## config.mk

```make
export PLATFORM = sky130hd
export DESIGN_NAME = bcd_err_monitor_flat
export DESIGN_NICKNAME = d
export VERILOG_FILES = /design/src/rtl/bcd_err_monitor_if.sv /design/src/rtl/bcd_err_monitor.sv /design/src/flat_wrapper.sv
export SDC_FILE = /design/constraint.sdc
export NUM_CORES = 1
export LEC_CHECK = 0
export BUFFER_PORTS_ARGS = -buffer_cell sky130_fd_sc_hd__buf_2
export CAP_MARGIN = 20
export CELL_PAD_IN_SITES_DETAIL_PLACEMENT = 0
export CELL_PAD_IN_SITES_GLOBAL_PLACEMENT = 2
export CORE_MARGIN = 2
export CORE_UTILIZATION = 27
export DETAILED_ROUTE_END_ITERATION = 16
export PLACE_DENSITY = 0.76
export SYNTH_ARGS = -nofsm -noshare
export SYNTH_HDL_FRONTEND = slang
export SYNTH_SLANG_ARGS = --single-unit
```

## constraint.sdc

```tcl
create_clock -name clk -period 1.7 [get_ports clk]
set_input_delay 0.425 -clock clk [delete_from_list [all_inputs] [get_ports clk]]
set_output_delay 0.425 -clock clk [all_outputs]
set_load 0.02 [all_outputs]
```

## src/rtl/bcd_err_monitor_if.sv

```systemverilog
// Sample bus for bcd_err_monitor.
//   master : BCD source side; drives in_valid/in_digits, observes the check result
//   slave  : monitor side; receives the sample, returns out_valid/digit_err/any_err
interface bcd_err_monitor_if #(
  parameter int DIGITS = 2
) ();
  logic                  in_valid;
  logic [4*DIGITS-1:0]   in_digits;
  logic                  out_valid;
  logic [DIGITS-1:0]     digit_err;
  logic                  any_err;

  modport master (
    output in_valid, in_digits,
    input  out_valid, digit_err, any_err
  );

  modport slave (
    input  in_valid, in_digits,
    output out_valid, digit_err, any_err
  );
endinterface

```

## src/rtl/bcd_err_monitor.sv

```systemverilog
// BCD digit validity monitor.
// Checks every accepted sample of DIGITS packed BCD digits for values above 9,
// keeps sticky per-digit flags and a saturating erroneous-sample count, and
// escalates to a latched fault after THRESH consecutive erroneous samples.
//
// Ports
//   clk        : clock, rising edge
//   rst_n      : synchronous active-low reset
//   bus        : slave side of the sample bus (in_valid, in_digits in;
//                out_valid, digit_err, any_err out)
//   clear      : synchronous clear of flags, counters and FSM; beats in_valid
//   sticky_err : per-digit OR of digit_err since reset/clear
//   err_count  : erroneous samples seen, saturating
//   state      : 0 OK, 1 SUSPECT, 2 FAULT
//   fault      : high exactly in FAULT
//
// state   | meaning
// --------+-------------------------------------------------------
// OK      | no erroneous sample in the current run
// SUSPECT | run of erroneous samples shorter than THRESH
// FAULT   | THRESH consecutive erroneous samples seen; latched
module bcd_err_monitor #(
  parameter int DIGITS = 2,
  parameter int CNT_W  = 8,
  parameter int THRESH = 3
) (
  input  logic                  clk,
  input  logic                  rst_n,
  bcd_err_monitor_if.slave      bus,
  input  logic                  clear,
  output logic [DIGITS-1:0]     sticky_err,
  output logic [CNT_W-1:0]      err_count,
  output logic [1:0]            state,
  output logic                  fault
);

  localparam int RUN_W = (THRESH < 1) ? 1 : $clog2(THRESH + 1);
  localparam logic [RUN_W-1:0] RUN_MAX = RUN_W'(THRESH);

  typedef enum logic [1:0] {
    ST_OK      = 2'd0,
    ST_SUSPECT = 2'd1,
    ST_FAULT   = 2'd2
  } state_t;

  state_t              state_q, state_d;
  logic                out_valid_q, out_valid_d;
  logic [DIGITS-1:0]   digit_err_q, digit_err_d;
  logic                any_err_q, any_err_d;
  logic [DIGITS-1:0]   sticky_err_q, sticky_err_d;
  logic [CNT_W-1:0]    err_count_q, err_count_d;
  logic [RUN_W-1:0]    run_q, run_d;
  logic                fault_q, fault_d;

  logic [DIGITS-1:0]   digit_err_c;
  logic                sample_err;

  always_comb begin
    digit_err_c = '0;
    for (int k = 0; k < DIGITS; k++) begin
      digit_err_c[k] = (bus.in_digits[4*k +: 4] > 4'd9);
    end
  end

  assign sample_err = |digit_err_c;

  always_comb begin
    state_d      = state_q;
    out_valid_d  = 1'b0;
    digit_err_d  = digit_err_q;
    any_err_d    = any_err_q;
    sticky_err_d = sticky_err_q;
    err_count_d  = err_count_q;
    run_d        = run_q;

    if (clear) begin
      // digit_err/any_err are deliberately left holding: they describe the
      // last accepted sample, and the sample alongside clear is discarded.
      state_d      = ST_OK;
      sticky_err_d = '0;
      err_count_d  = '0;
      run_d        = '0;
    end else if (bus.in_valid) begin
      out_valid_d  = 1'b1;
      digit_err_d  = digit_err_c;
      any_err_d    = sample_err;
      sticky_err_d = sticky_err_q | digit_err_c;

      if (sample_err) begin
        if (err_count_q != {CNT_W{1'b1}}) begin
          err_count_d = err_count_q + 1'b1;
        end
        if (run_q != RUN_MAX) begin
          run_d = run_q + 1'b1;
        end
      end else begin
        run_d = '0;
      end

      case (state_q)
        ST_OK: begin
          if (sample_err) begin
            state_d = (THRESH == 1) ? ST_FAULT : ST_SUSPECT;
          end
        end
        ST_SUSPECT: begin
          if (!sample_err) begin
            state_d = ST_OK;
          end else if (run_d == RUN_MAX) begin
            state_d = ST_FAULT;
          end
        end
        ST_FAULT: state_d = ST_FAULT;
        default:  state_d = ST_OK;
      endcase
    end

    // Registered so fault is a clean flop output aligned with state.
    fault_d = (state_d == ST_FAULT);
  end

  always_ff @(posedge clk) begin
    if (!rst_n) begin
      state_q      <= ST_OK;
      out_valid_q  <= 1'b0;
      digit_err_q  <= '0;
      any_err_q    <= 1'b0;
      sticky_err_q <= '0;
      err_count_q  <= '0;
      run_q        <= '0;
      fault_q      <= 1'b0;
    end else begin
      state_q      <= state_d;
      out_valid_q  <= out_valid_d;
      digit_err_q  <= digit_err_d;
      any_err_q    <= any_err_d;
      sticky_err_q <= sticky_err_d;
      err_count_q  <= err_count_d;
      run_q        <= run_d;
      fault_q      <= fault_d;
    end
  end

  assign bus.out_valid = out_valid_q;
  assign bus.digit_err = digit_err_q;
  assign bus.any_err   = any_err_q;
  assign sticky_err    = sticky_err_q;
  assign err_count     = err_count_q;
  assign state         = state_q;
  assign fault         = fault_q;

endmodule

```

## src/flat_wrapper.sv

```systemverilog
// flat-port wrapper written by rule: the top's interface ports become plain ports
module bcd_err_monitor_flat 
#(
  parameter int DIGITS = 2,
  parameter int CNT_W  = 8,
  parameter int THRESH = 3
)
  (clk, rst_n, clear, sticky_err, err_count, state, fault, bus_in_valid, bus_in_digits, bus_out_valid, bus_digit_err, bus_any_err);
  bcd_err_monitor_if #(.DIGITS(DIGITS)) bus_i ();
  input  logic clk;
  input  logic rst_n;
  input  logic clear;
  output logic [DIGITS-1:0] sticky_err;
  output logic [CNT_W-1:0] err_count;
  output logic [1:0] state;
  output logic fault;
  input wire logic [$bits(bus_i.in_valid)-1:0] bus_in_valid;
  input wire logic [$bits(bus_i.in_digits)-1:0] bus_in_digits;
  output wire logic [$bits(bus_i.out_valid)-1:0] bus_out_valid;
  output wire logic [$bits(bus_i.digit_err)-1:0] bus_digit_err;
  output wire logic [$bits(bus_i.any_err)-1:0] bus_any_err;
  assign bus_i.in_valid = bus_in_valid;
  assign bus_i.in_digits = bus_in_digits;
  assign bus_out_valid = bus_i.out_valid;
  assign bus_digit_err = bus_i.digit_err;
  assign bus_any_err = bus_i.any_err;
  bcd_err_monitor #(.DIGITS(DIGITS), .CNT_W(CNT_W), .THRESH(THRESH)) u_core (.clk(clk), .rst_n(rst_n), .bus(bus_i), .clear(clear), .sticky_err(sticky_err), .err_count(err_count), .state(state), .fault(fault));
endmodule
```

# After elaboration in Yosys (flattened, before gate mapping)
# Cells that the tools add are included.
dict set report totals {
  inputBits 12
  ff_bits 19
}
dict set report op_classes {
  n_eq_ne 6
  n_reduce_logical 5
  order_cmp 2
  bitwise 3
  add_sub_neg 2
  n_mux 11
}
# op n
set op_table {}
lappend op_table {{$mux 2} 9}
lappend op_table {{$add 8x1->8 const B} 1}
lappend op_table {{$gt 4x4->1 const B} 2}
lappend op_table {{$ne 8x8->1 const B} 1}
lappend op_table {{$eq 2x2->1 const B} 3}
lappend op_table {{$pmux 2 s3} 1}
lappend op_table {{$reduce_or 2->1} 2}
lappend op_table {{$reduce_and 3->1} 1}
lappend op_table {{$add 2x1->2 const B} 1}
lappend op_table {{$eq 2x1->1 const B} 1}
lappend op_table {{$logic_not 2->1} 1}
lappend op_table {{$ne 2x2->1 const B} 1}
lappend op_table {{$not 1->1} 2}
lappend op_table {{$or 2x2->2} 1}
lappend op_table {{$reduce_and 2->1} 1}
lappend op_table {{$mux 1} 1}

# Logic depth before layout (Yosys ltp)
# Gate-level depths: netlist of run 1.
dict set report logic_depth {
  ltp_word 12
  mapped_depth 6
  mapped_depth_nobuf 5
}

# Least setup slack after synthesis of run 1
# Ideal clock, no wire load.
dict set report synth_timing {
  path_type {register to register}
  from {reg u_core.err_count_q[0] (netlist: u_core.err_count[0])}
  to {reg u_core.err_count_q[1] (netlist: u_core.err_count[1])}
  path_stages_with_launch 7
  required_ps 1572
  path_slack_ps 187
  n_path_buf 1
  synth_period_minus_slack_ps 1513
  arrival_ps 1385
  cell_sequence {dfxtp_1 ha_1 nand3_1 o22ai_2 buf_6 mux2i_1 nor2_1}
}
dict set report synth_via {
  elab_chain_len 2
  elab_cells_between_ends 3
  cone_classes {add/sub (1); eq/ne (1); reduce/logical (1)}
}
# item line
set synth_rtl {}
lappend synth_rtl {{start, declared} bcd_err_monitor.sv:51} ;# logic [CNT_W-1:0] err_count_q, err_count_d;
lappend synth_rtl {{start signal, assigned} bcd_err_monitor.sv:138} ;# err_count_q <= err_count_d;
lappend synth_rtl {{parallel branches: the longest is 2 deep, another holds $add 8x1->8} n/a}
# Several ways; the timed one is not identified.
# A chain may end at the register's enable or synchronous reset.

# Worst setup path after layout of run 1
dict set report layout_timing {
  from {reg u_core.err_count_q[4] (netlist: u_core.err_count[4])}
  to {reg u_core.err_count_q[1] (netlist: u_core.err_count[1])}
}
dict set report layout_via {
  elab_chain_len 2
}
# item line
set layout_rtl {}
lappend layout_rtl {{$ne 8x8->1} bcd_err_monitor.sv:90} ;# if (err_count_q != {CNT_W{1'b1}}) begin
lappend layout_rtl {{$reduce_and 3->1 (no source line)} n/a}
# No other way between the ends.

==> results_dict.tcl, run 1 <==
set metrics [dict create \
    die_area_um2 3510 \
    synthFlopType "dfxtp_1" \
    wl_mm 1.83 \
    ys_ff_latch 19 \
    final_layout_size_suffix_gt1_share_pct 32.3 \
    placementRows 20 \
    synth_nets 106 \
    postSynthAreaPerCell_um2 8.85 \
    p_leak_nw 0.451 \
    tritoncts "built" \
    worstPathRequired_ns 1.90 \
    yosys.area.top_type "dfxtp_1" \
    die_y_um 59.2 \
    dr.pass1.iters 4 \
    ctsLongestPathBuffers 2 \
    antenna_found_initial 0 \
    drv_slew 0 \
    placed_area_um2 1020 \
    timing.hold.ws_ns 0.377 \
    die_w_um 59.2 \
    rsz0062_at_grt "no" \
    synth.top_cell.area_share_pct 46.2 \
    core_region_area_um2 2980 \
    viasPerCell 4.89 \
    setup_tns_ns 0 \
    clk_latency_ns 0.29 \
    place_inst 156 \
    synth_area_leaders "dfxtp_1, a21oi_1, o21ai_0, nand2_1, nor2_1" \
    ctsRootBufferMaster "clkbuf_4" \
    dpl.hpwl_mm 1.41 \
    status "finished, final reports clean" \
    clock-sinks 19 \
    synth_most_common_cell "dfxtp_1" \
    yosys-top-cells-count "dfxtp_1, a21oi_1, nand2_1" \
    post_drt_wl_per_cell_um 11.5 \
    ys_warn_count 0 \
    ant_nets 0 \
    drc 0 \
    grt_first_pass_wirelength_mm 3.16 \
    finalPower_mw 0.786 \
    cts.htree.levels 1 \
    finalHoldViolCount 0 \
    max_slew_margin_pct 79.0 \
    synthArstFlopShare_pct 0 \
    grt_pass1_vias 729 \
    utilization_pct 35.6 \
    worst_slew_pin_slew_ns 0.315 \
    drt_iter0_markers 26 \
    cts_buffers 3 \
    synthesis.area_um2 823 \
    synth_edf_count 0 \
    worst_setup_path_start_kind "flop" \
    cts_setup_buffers 0 \
    boundaryPins 29 \
    finalInstanceArea_um2 1060 \
    syn_inst 93 \
    grt_overflow 0 \
    grt_max_degree 12 \
    worstPathArrival_ns 1.73 \
    irDropWorstVdd_mv 0.328 \
    cts_hold_buf 0 \
    clkTransAtPathRegs_ns 0.11 \
    gp_congestion 0.714 \
    antenna_cells 0 \
    fin_crit_ns 1.53 \
    fin_crit_sh_pct 90.2 \
    ys_seq_area_share_pct 46.2 \
    area_delta_synth_final_pct 28.7 \
    power_density_nw_per_um2 742 \
    layout_setup_ws_ns 0.167 \
    post-place-ws_ns 0.0161 \
    setup_viol 0 \
    io_buffers 26 \
    final_cells 160 \
    fmax_mhz 652 \
    min_path_type "input pin to flop" \
    cap_violations 0 \
    critPathCaptureType "flop" \
    initial_utilization_pct 27.6 \
    grt_use_total_pct 11.8 \
    via_count 782 \
    path_class "flop to flop" \
    fin_nets 141 \
    skew_ns 0.000574 \
    ys_types 26 \
    cp_max_fo 11 \
]
-- registers in the layout, summed over array words and instances, names as in the netlist --
register and cells:
u_core.bus.any_err 1, u_core.fault 1, u_core.sticky_err 2, u_core.bus.digit_err 2, u_core.run_q 2, u_core.state 2, u_core.err_count 8, u_core.bus.out_valid 1
-- cell type report --
| type | count | area (um2) |
|---|---|---|
| Timing Repair Buffer | 34 | 190 |
| Multi-Input combinational cell | 68 | 413 |
| Inverter | 2 | 7.51 |
| Clock inverter | 1 | 5.00 |
| Tap cell | 33 | 41.3 |
| Clock buffer | 3 | 22.5 |
| Fill cell | 329 | 1920 |
| Sequential cell | 19 | 380 |
-- critical path: stages (launching register included) --
cell and delay [ns]:
dfxtp_1 0.43, nand4_1 0.22, o22ai_4 0.36, buf_4 0.20, mux2i_1 0.18, nor2_1 0.05
-- cells in the final DEF, fill, tap and decap left out, types with 2 or more instances in the layout --
cell type and n:
dfxtp_1 19, and2_1 2, nor2_1 7, a21oi_1 13
o21ai_0 7, or3_1 3, buf_2 26, or4_1 3
buf_4 8, nand4_1 2, nand3_1 5, inv_1 2
nand2b_1 4, o31ai_1 3, clkbuf_4 3, nand2_1 8
-- repair_timing --
item,4_1_cts,5_1_grt
hold endpoints to repair,0,0
endpoints found under the setup margin,0,1
resized for setup,0,1
-- cell families (layout without fill, tap and decap cells) --
family | count (synthesis) | after routing | synth area share, %
mux | 1 | 1 | 1.22
fa+ha+maj | 1 | 1 | 1.52
simple gates | 37 | 37 | 23.6
buf+inv | 6 | 40 | 4.56
xor+xnor | 1 | 1 | 1.06
compound gates | 28 | 28 | 21.9
flops | 19 | 19 | 46.2
-- final timing paths --
| kind | slack (ns) | cells past startpoint | from | endpoint |
|---|---|---|---|---|
| setup / recovery | 0.17 | 5 | u_core.err_count[4] | u_core.err_count[1] |
| hold / removal | 0.38 | 2 | rst_n | u_core.bus.digit_err[1] |
| setup reg to reg | 0.17 | 5 | u_core.err_count[4] | u_core.err_count[1] |
| hold reg to reg | 0.48 | 2 | u_core.sticky_err[1] | u_core.sticky_err[1] |
-- where the power goes --
part,internal [mW],leakage [nW],switching [mW]
sequential,0.454,0.154,0.00559
clock,0.0875,0.0177,0.140
combinational,0.0435,0.279,0.0550
-- metal layers --
metal | routed length [um] | GRT usage, % | share of wire (%) | up-vias
li1 | - | - | - | 402
met1 | 845 | 14.8 | 46 | 354
met2 | 848 | 19.3 | 46 | 26
met3 | 138 | 4.80 | 7.5 | 0
met4 | 0 | 1.95 | 0 | 0
met5 | 0 | 0 | 0 | -
(Power assumes the default switching activity.)
==> run 2: changes to the inputs <==
CORE_MARGIN = unset   (was 2)
CTS_BUF_LIST = sky130_fd_sc_hd__clkbuf_4 sky130_fd_sc_hd__clkbuf_8 sky130_fd_sc_hd__clkbuf_16   (was unset)
==> run 2 against run 1 <==
Net effect:
- the run now ends with DRC left
- first-iteration DRC count increased by 35%
- wire length decreased by 1.3%
- highest routed layer is now met4
- die area decreased by 6.6%
- worst setup slack improved by 0.015 ns
- sequential power about the same
- cell count increased by 0.63%
- power increased by 2.0%
- non-clock buffer count increased by 3
- utilization increased by 2.7 points
- sequential share of layout area decreased by 0.75 points
- critical path type unchanged
- clock skew increased by 0.0027 ns
==> results_dict.tcl, run 2 (synthesized netlist as in run 1, its figures left out) <==
set metrics [dict create \
    status "finished, violations left" \
    failed_checks "DRC" \
    cts.htree.levels 1 \
    grt_overflow 0 \
    worst_setup_path_start_kind "flop" \
    antenna_cells 0 \
    post_drt_wl_per_cell_um 11.2 \
    cp_max_fo 14 \
    placementRows 19 \
    final_common_cell "buf_2" \
    via_count 793 \
    seq_power_share_pct 57.4 \
    grt_first_pass_wirelength_mm 3.30 \
    rr_startpoint "u_core.err_count[1]" \
    skew_ns 0.00330 \
    layout_setup_ws_ns 0.182 \
    switching_share_pct 24.4 \
    dr.pass1.iters 10 \
    clock-sinks 19 \
    path_class "flop to flop" \
    final_cell_mix "buf_2, dfxtp_1, a21oi_1" \
    drt_iter0_markers 35 \
    core_region_area_um2 2830 \
    boundaryPins 29 \
    wl_mm 1.81 \
    worstPathArrival_ns 1.70 \
    timing.hold.ws_ns 0.389 \
    final_layout_size_suffix_gt1_share_pct 33.8 \
    ctsLongestPathBuffers 2 \
    cts_hold_buf 0 \
    comb_power_share_pct 12.5 \
    cp_top_family "flip-flops" \
    die_area_um2 3270 \
    slowest_stage "dfxtp_1" \
    cap_violations 0 \
    worst_slew_pin_slew_ns 0.388 \
    die_w_um 57.2 \
    clkTransAtPathRegs_ns 0.11 \
    fin_crit_ns 1.52 \
    clk_latency_ns 0.29 \
    viasPerCell 4.93 \
    finalHoldViolCount 0 \
    whs_path_depth 2 \
    fmax_mhz 659 \
    dpl.hpwl_mm 1.38 \
    fin_crit_sh_pct 89.3 \
    drc 7 \
    min_from "rst_n" \
    intPower_mw 0.606 \
    min_path_type "input pin to flop" \
    power_density_nw_per_um2 741 \
    fillers 315 \
    antenna_found_initial 0 \
    io_buffers 26 \
    path_depth 6 \
    p_leak_nw 0.468 \
    ctsRootBufferMaster "clkbuf_4" \
    rsz0062_at_grt "no" \
    grt_pass1_vias 741 \
    irDropWorstVdd_mv 0.206 \
    tritoncts "built" \
    clkPwrFrac_pct 30.1 \
    largest_reg_flops 8 \
    post-place-ws_ns -0.0216 \
    critPathCaptureType "flop" \
    grt_max_degree 15 \
    area_delta_synth_final_pct 31.5 \
    critPathBufInv 1 \
    gp_congestion 0.672 \
    worstPathRequired_ns 1.88 \
    grt_use_total_pct 12.9 \
    setup_viol 0 \
    startpoint "u_core.err_count[1]" \
    cp_slowest_stage_delay_ns 0.38 \
    max_slew_margin_pct 74.1 \
    cts_buffers 3 \
    cp_cell_sequence "ha_1 -> nand3_1 -> o22ai_4 -> buf_4 -> xor2_1 -> nor2_1" \
    die_y_um 57.2 \
    initial_utilization_pct 29.1 \
    ant_nets 0 \
    fin_nets 144 \
    drv_slew 0 \
    switchingPower_mw 0.195 \
    reg2reg_depth 6 \
]
==> run 2: cell type report <==
class | count | area, um2 | area share, %
multi-input cells | 68 | 413 | 38.2
flip-flops and latches | 19 | 380 | 35.1
repair buffers | 37 | 213 | 19.7
well taps | 31 | 38.8 | 3.58
clock buffers | 4 | 30.0 | 2.77
inverters | 2 | 7.51 | 0.694
==> run 2: worst paths after layout <==
| kind | end | slack, ns |
|---|---|---|
| hold reg to reg | u_core.sticky_err[0] | 0.48 |
| hold / removal | u_core.bus.digit_err[1] | 0.39 |
| setup reg to reg | u_core.err_count[0] | 0.18 |
| setup / recovery | u_core.err_count[0] | 0.18 |
==> run 2: power by group through the flow <==
stage	sequential, mW	combinational [mW]	clock, mW
floorplan	0.481	0.0500	0
global placement	0.470	0.0993	0
CTS	0.460	0.0999	0.255
detailed placement	0.470	0.0991	0
global route	0.462	0.112	0.283
finish	0.460	0.101	0.241
==> run 2: what timing repair did <==
action	CTS	global route
hold endpoints to repair	0	0
gates resized for setup	0	1
setup endpoints to repair	0	2
setup buffers	0	0
==> run 2: stage by stage <==
step	utilization, %	power, mW	setup TNS, ns	cells	instance area (um2)
floorplan	-	0.531	0	93	823
global placement	36.9	0.569	-0.0287	157	1040
detailed placement	36.9	0.570	-0.0216	157	1040
CTS	38.0	0.815	0	161	1070
global route	38.3	0.857	0	161	1080
finish	38.3	0.801	0	161	1080
==> run 2: per-layer routing <==
metal	part of all wire, %	routed length (um)	vias up	track usage, %
li1	-	-	410	-
met1	48	874	355	17.9
met2	44	790	26	19.3
met3	7.1	129	2	2.95
met4	0.72	13	0	5.23
met5	0	0	-	0
==> run 3: changes to the inputs <==
ABC_AREA = 1   (was unset)
PLACE_DENSITY = 0.8   (was 0.76)
clock period = 1.9 ns   (was 1.7 ns; I/O delays follow)
==> run 3 against run 2 <==
Net effect:
- design area is 8.9% higher
- largest power group unchanged
- combinational power down 15%
- power decreased by 11%
- sequential share of layout area fell by 2.9 points
- the run now ends clean
- critical path depth down 5
==> results_dict.tcl, run 3 <==
set metrics [dict create \
    switching_share_pct 27.6 \
    cts_resized 0 \
    finalHoldViolCount 0 \
    final_cells 224 \
    yosys.area.top_type "dfxtp_1" \
    area_delta_synth_final_pct 22.3 \
    synth_fa_ha_area_share_pct 1.30 \
    placed_area_um2 1150 \
    fin_nets 192 \
    dr.pass1.iters 4 \
    seq_area_um2 380 \
    worstPathRequired_ns 1.42 \
    clock-sinks 19 \
    cp_cell_sequence "buf_2" \
    ys_types 20 \
    worst_slew_pin_slew_ns 0.327 \
    drc 0 \
    path_class "flop to primary output" \
    final_layout_size_suffix_gt1_share_pct 20.8 \
    clkTransAtPathRegs_ns 0.12 \
    intPower_mw 0.515 \
    synth_xor_area_share_pct 0.909 \
    grt_max_degree 12 \
    place_inst 220 \
    postSynthAreaPerCell_um2 6.51 \
    die_y_um 61.7 \
    max_slew_margin_pct 78.1 \
    multi_input_area_um2 482 \
    ant_nets 0 \
    post_drt_wl_per_cell_um 9.91 \
    layout_setup_ws_ns 0.452 \
    cp_slowest_stage_delay_ns 0.46 \
    cts.htree.levels 1 \
    fin_crit_sh_pct 76.2 \
    min_path_type "input pin to flop" \
    synthFlopType "dfxtp_1" \
    synth-compound-area-share_pct 7.66 \
    ctsRootBufferMaster "clkbuf_4" \
    ctsLongestPathBuffers 2 \
    placementRows 21 \
    status "finished, final reports clean" \
    ys_ff_latch 19 \
    finalInstanceArea_um2 1180 \
    p_leak_nw 0.626 \
    synth.top_cell.area_share_pct 39.5 \
    cts_hold_buf 0 \
    post-place-ws_ns 0.421 \
    cp_max_fo 7 \
    io_buffers 26 \
    synth_edf_count 0 \
    critPathCaptureType "primary output" \
    syn_inst 148 \
    synthesis.area_um2 963 \
    antenna_found_initial 0 \
    synth_area_leaders "dfxtp_1, nand2_1, inv_1, nor2_1, nand3_1" \
    cts_buffers 3 \
    comb_power_share_pct 12.0 \
    skew_ns 0.00668 \
    synthArstFlopShare_pct 0 \
    grt_use_total_pct 14.2 \
    die_w_um 61.7 \
    viasPerCell 4.22 \
    seq_power_share_pct 58.2 \
    cp_top_family "flip-flops" \
    largest_reg_flops 8 \
    fillers 368 \
    initial_utilization_pct 28.4 \
    antenna_cells 0 \
    setup_tns_ns 0 \
    cap_violations 0 \
    core_region_area_um2 3390 \
    switchingPower_mw 0.196 \
    clk_latency_ns 0.30 \
    boundaryPins 29 \
    critPathBufInv 1 \
    synth_most_common_cell "nand2_1" \
    grt_overflow 0 \
    synth_nets 161 \
    clkPwrFrac_pct 29.7 \
    worstPathArrival_ns 0.97 \
    fin_crit_ns 1.45 \
    finalPower_mw 0.711 \
    die_area_um2 3810 \
    yosys-top-cells-count "nand2_1, inv_1, nor2_1" \
    slowest_stage "dfxtp_1" \
    synth_mux_area_share_pct 0 \
    ys_warn_count 0 \
    rsz0062_at_grt "no" \
    final_cell_mix "nand2_1, inv_1, buf_2" \
    grt_first_pass_wirelength_mm 3.91 \
    cts_setup_buffers 0 \
    synth_top_family_by_area "simple AND/OR/NAND/NOR gates" \
    setup_viol 0 \
    via_count 945 \
    drt_iter0_markers 42 \
    fmax_mhz 691 \
    ys_seq_area_share_pct 39.5 \
    wl_mm 2.22 \
    yosys.area_share.simple_pct 40.1 \
    grt_pass1_vias 879 \
    worst_setup_path_start_kind "flop" \
    gp_congestion 0.767 \
    drv_slew 0 \
    power_density_nw_per_um2 603 \
    irDropWorstVdd_mv 0.316 \
    dpl.hpwl_mm 1.75 \
    final_common_cell "nand2_1" \
    tritoncts "built" \
]
-- run 3: stage by stage --
step,hold WS [ns],util (%)
after floorplan,0.457,-
after global placement,0.446,34.0
after detailed placement,0.455,34.0
after CTS,0.421,34.8
after global routing,0.434,34.8
final,0.429,34.8
-- run 3: worst paths after layout --
check | from | endpoint | slack (ns) | cells past startpoint
setup reg to reg | u_core.err_count[0] | u_core.err_count[7] | 0.50 | 8
hold / removal | rst_n | u_core.bus.any_err | 0.43 | 3
hold reg to reg | u_core.sticky_err[0] | u_core.sticky_err[0] | 0.47 | 2
setup / recovery | u_core.err_count[4] | err_count[4] | 0.45 | 1
-- run 3: per-layer routing --
metal | vias up | wire (um) | global-route usage, %
met1 | 408 | 1040 | 18.4
li1 | 517 | - | -
met3 | 2 | 85 | 3.73
met5 | - | 0 | 0
met2 | 18 | 1070 | 23.2
met4 | 0 | 20 | 4.13
-- run 3: power groups by stage --
stage	clock network (mW)	registers [mW]	logic (mW)
final	0.211	0.414	0.0856
after global routing	0.242	0.416	0.101
after CTS	0.226	0.414	0.0877
after detailed placement	0	0.423	0.0872
after global placement	0	0.423	0.0860
after floorplan	0	0.432	0.0430
-- run 3: kinds of logic after synthesis --
kind of cell,after synthesis
AO/OA/AOI/OAI,13
XOR/XNOR,1
adder cells (fa/ha/maj),1
buffers and inverters,27
flip-flops,19
AND/OR/NAND/NOR,87
-- run 3: final cells by class --
type,count,area share [%]
clock buffers,3,1.91
clock inverters,1,0.425
flip-flops and latches,19,32.3
multi-input cells,102,40.9
inverters,27,8.60
repair buffers,26,11.0
well taps,46,4.88
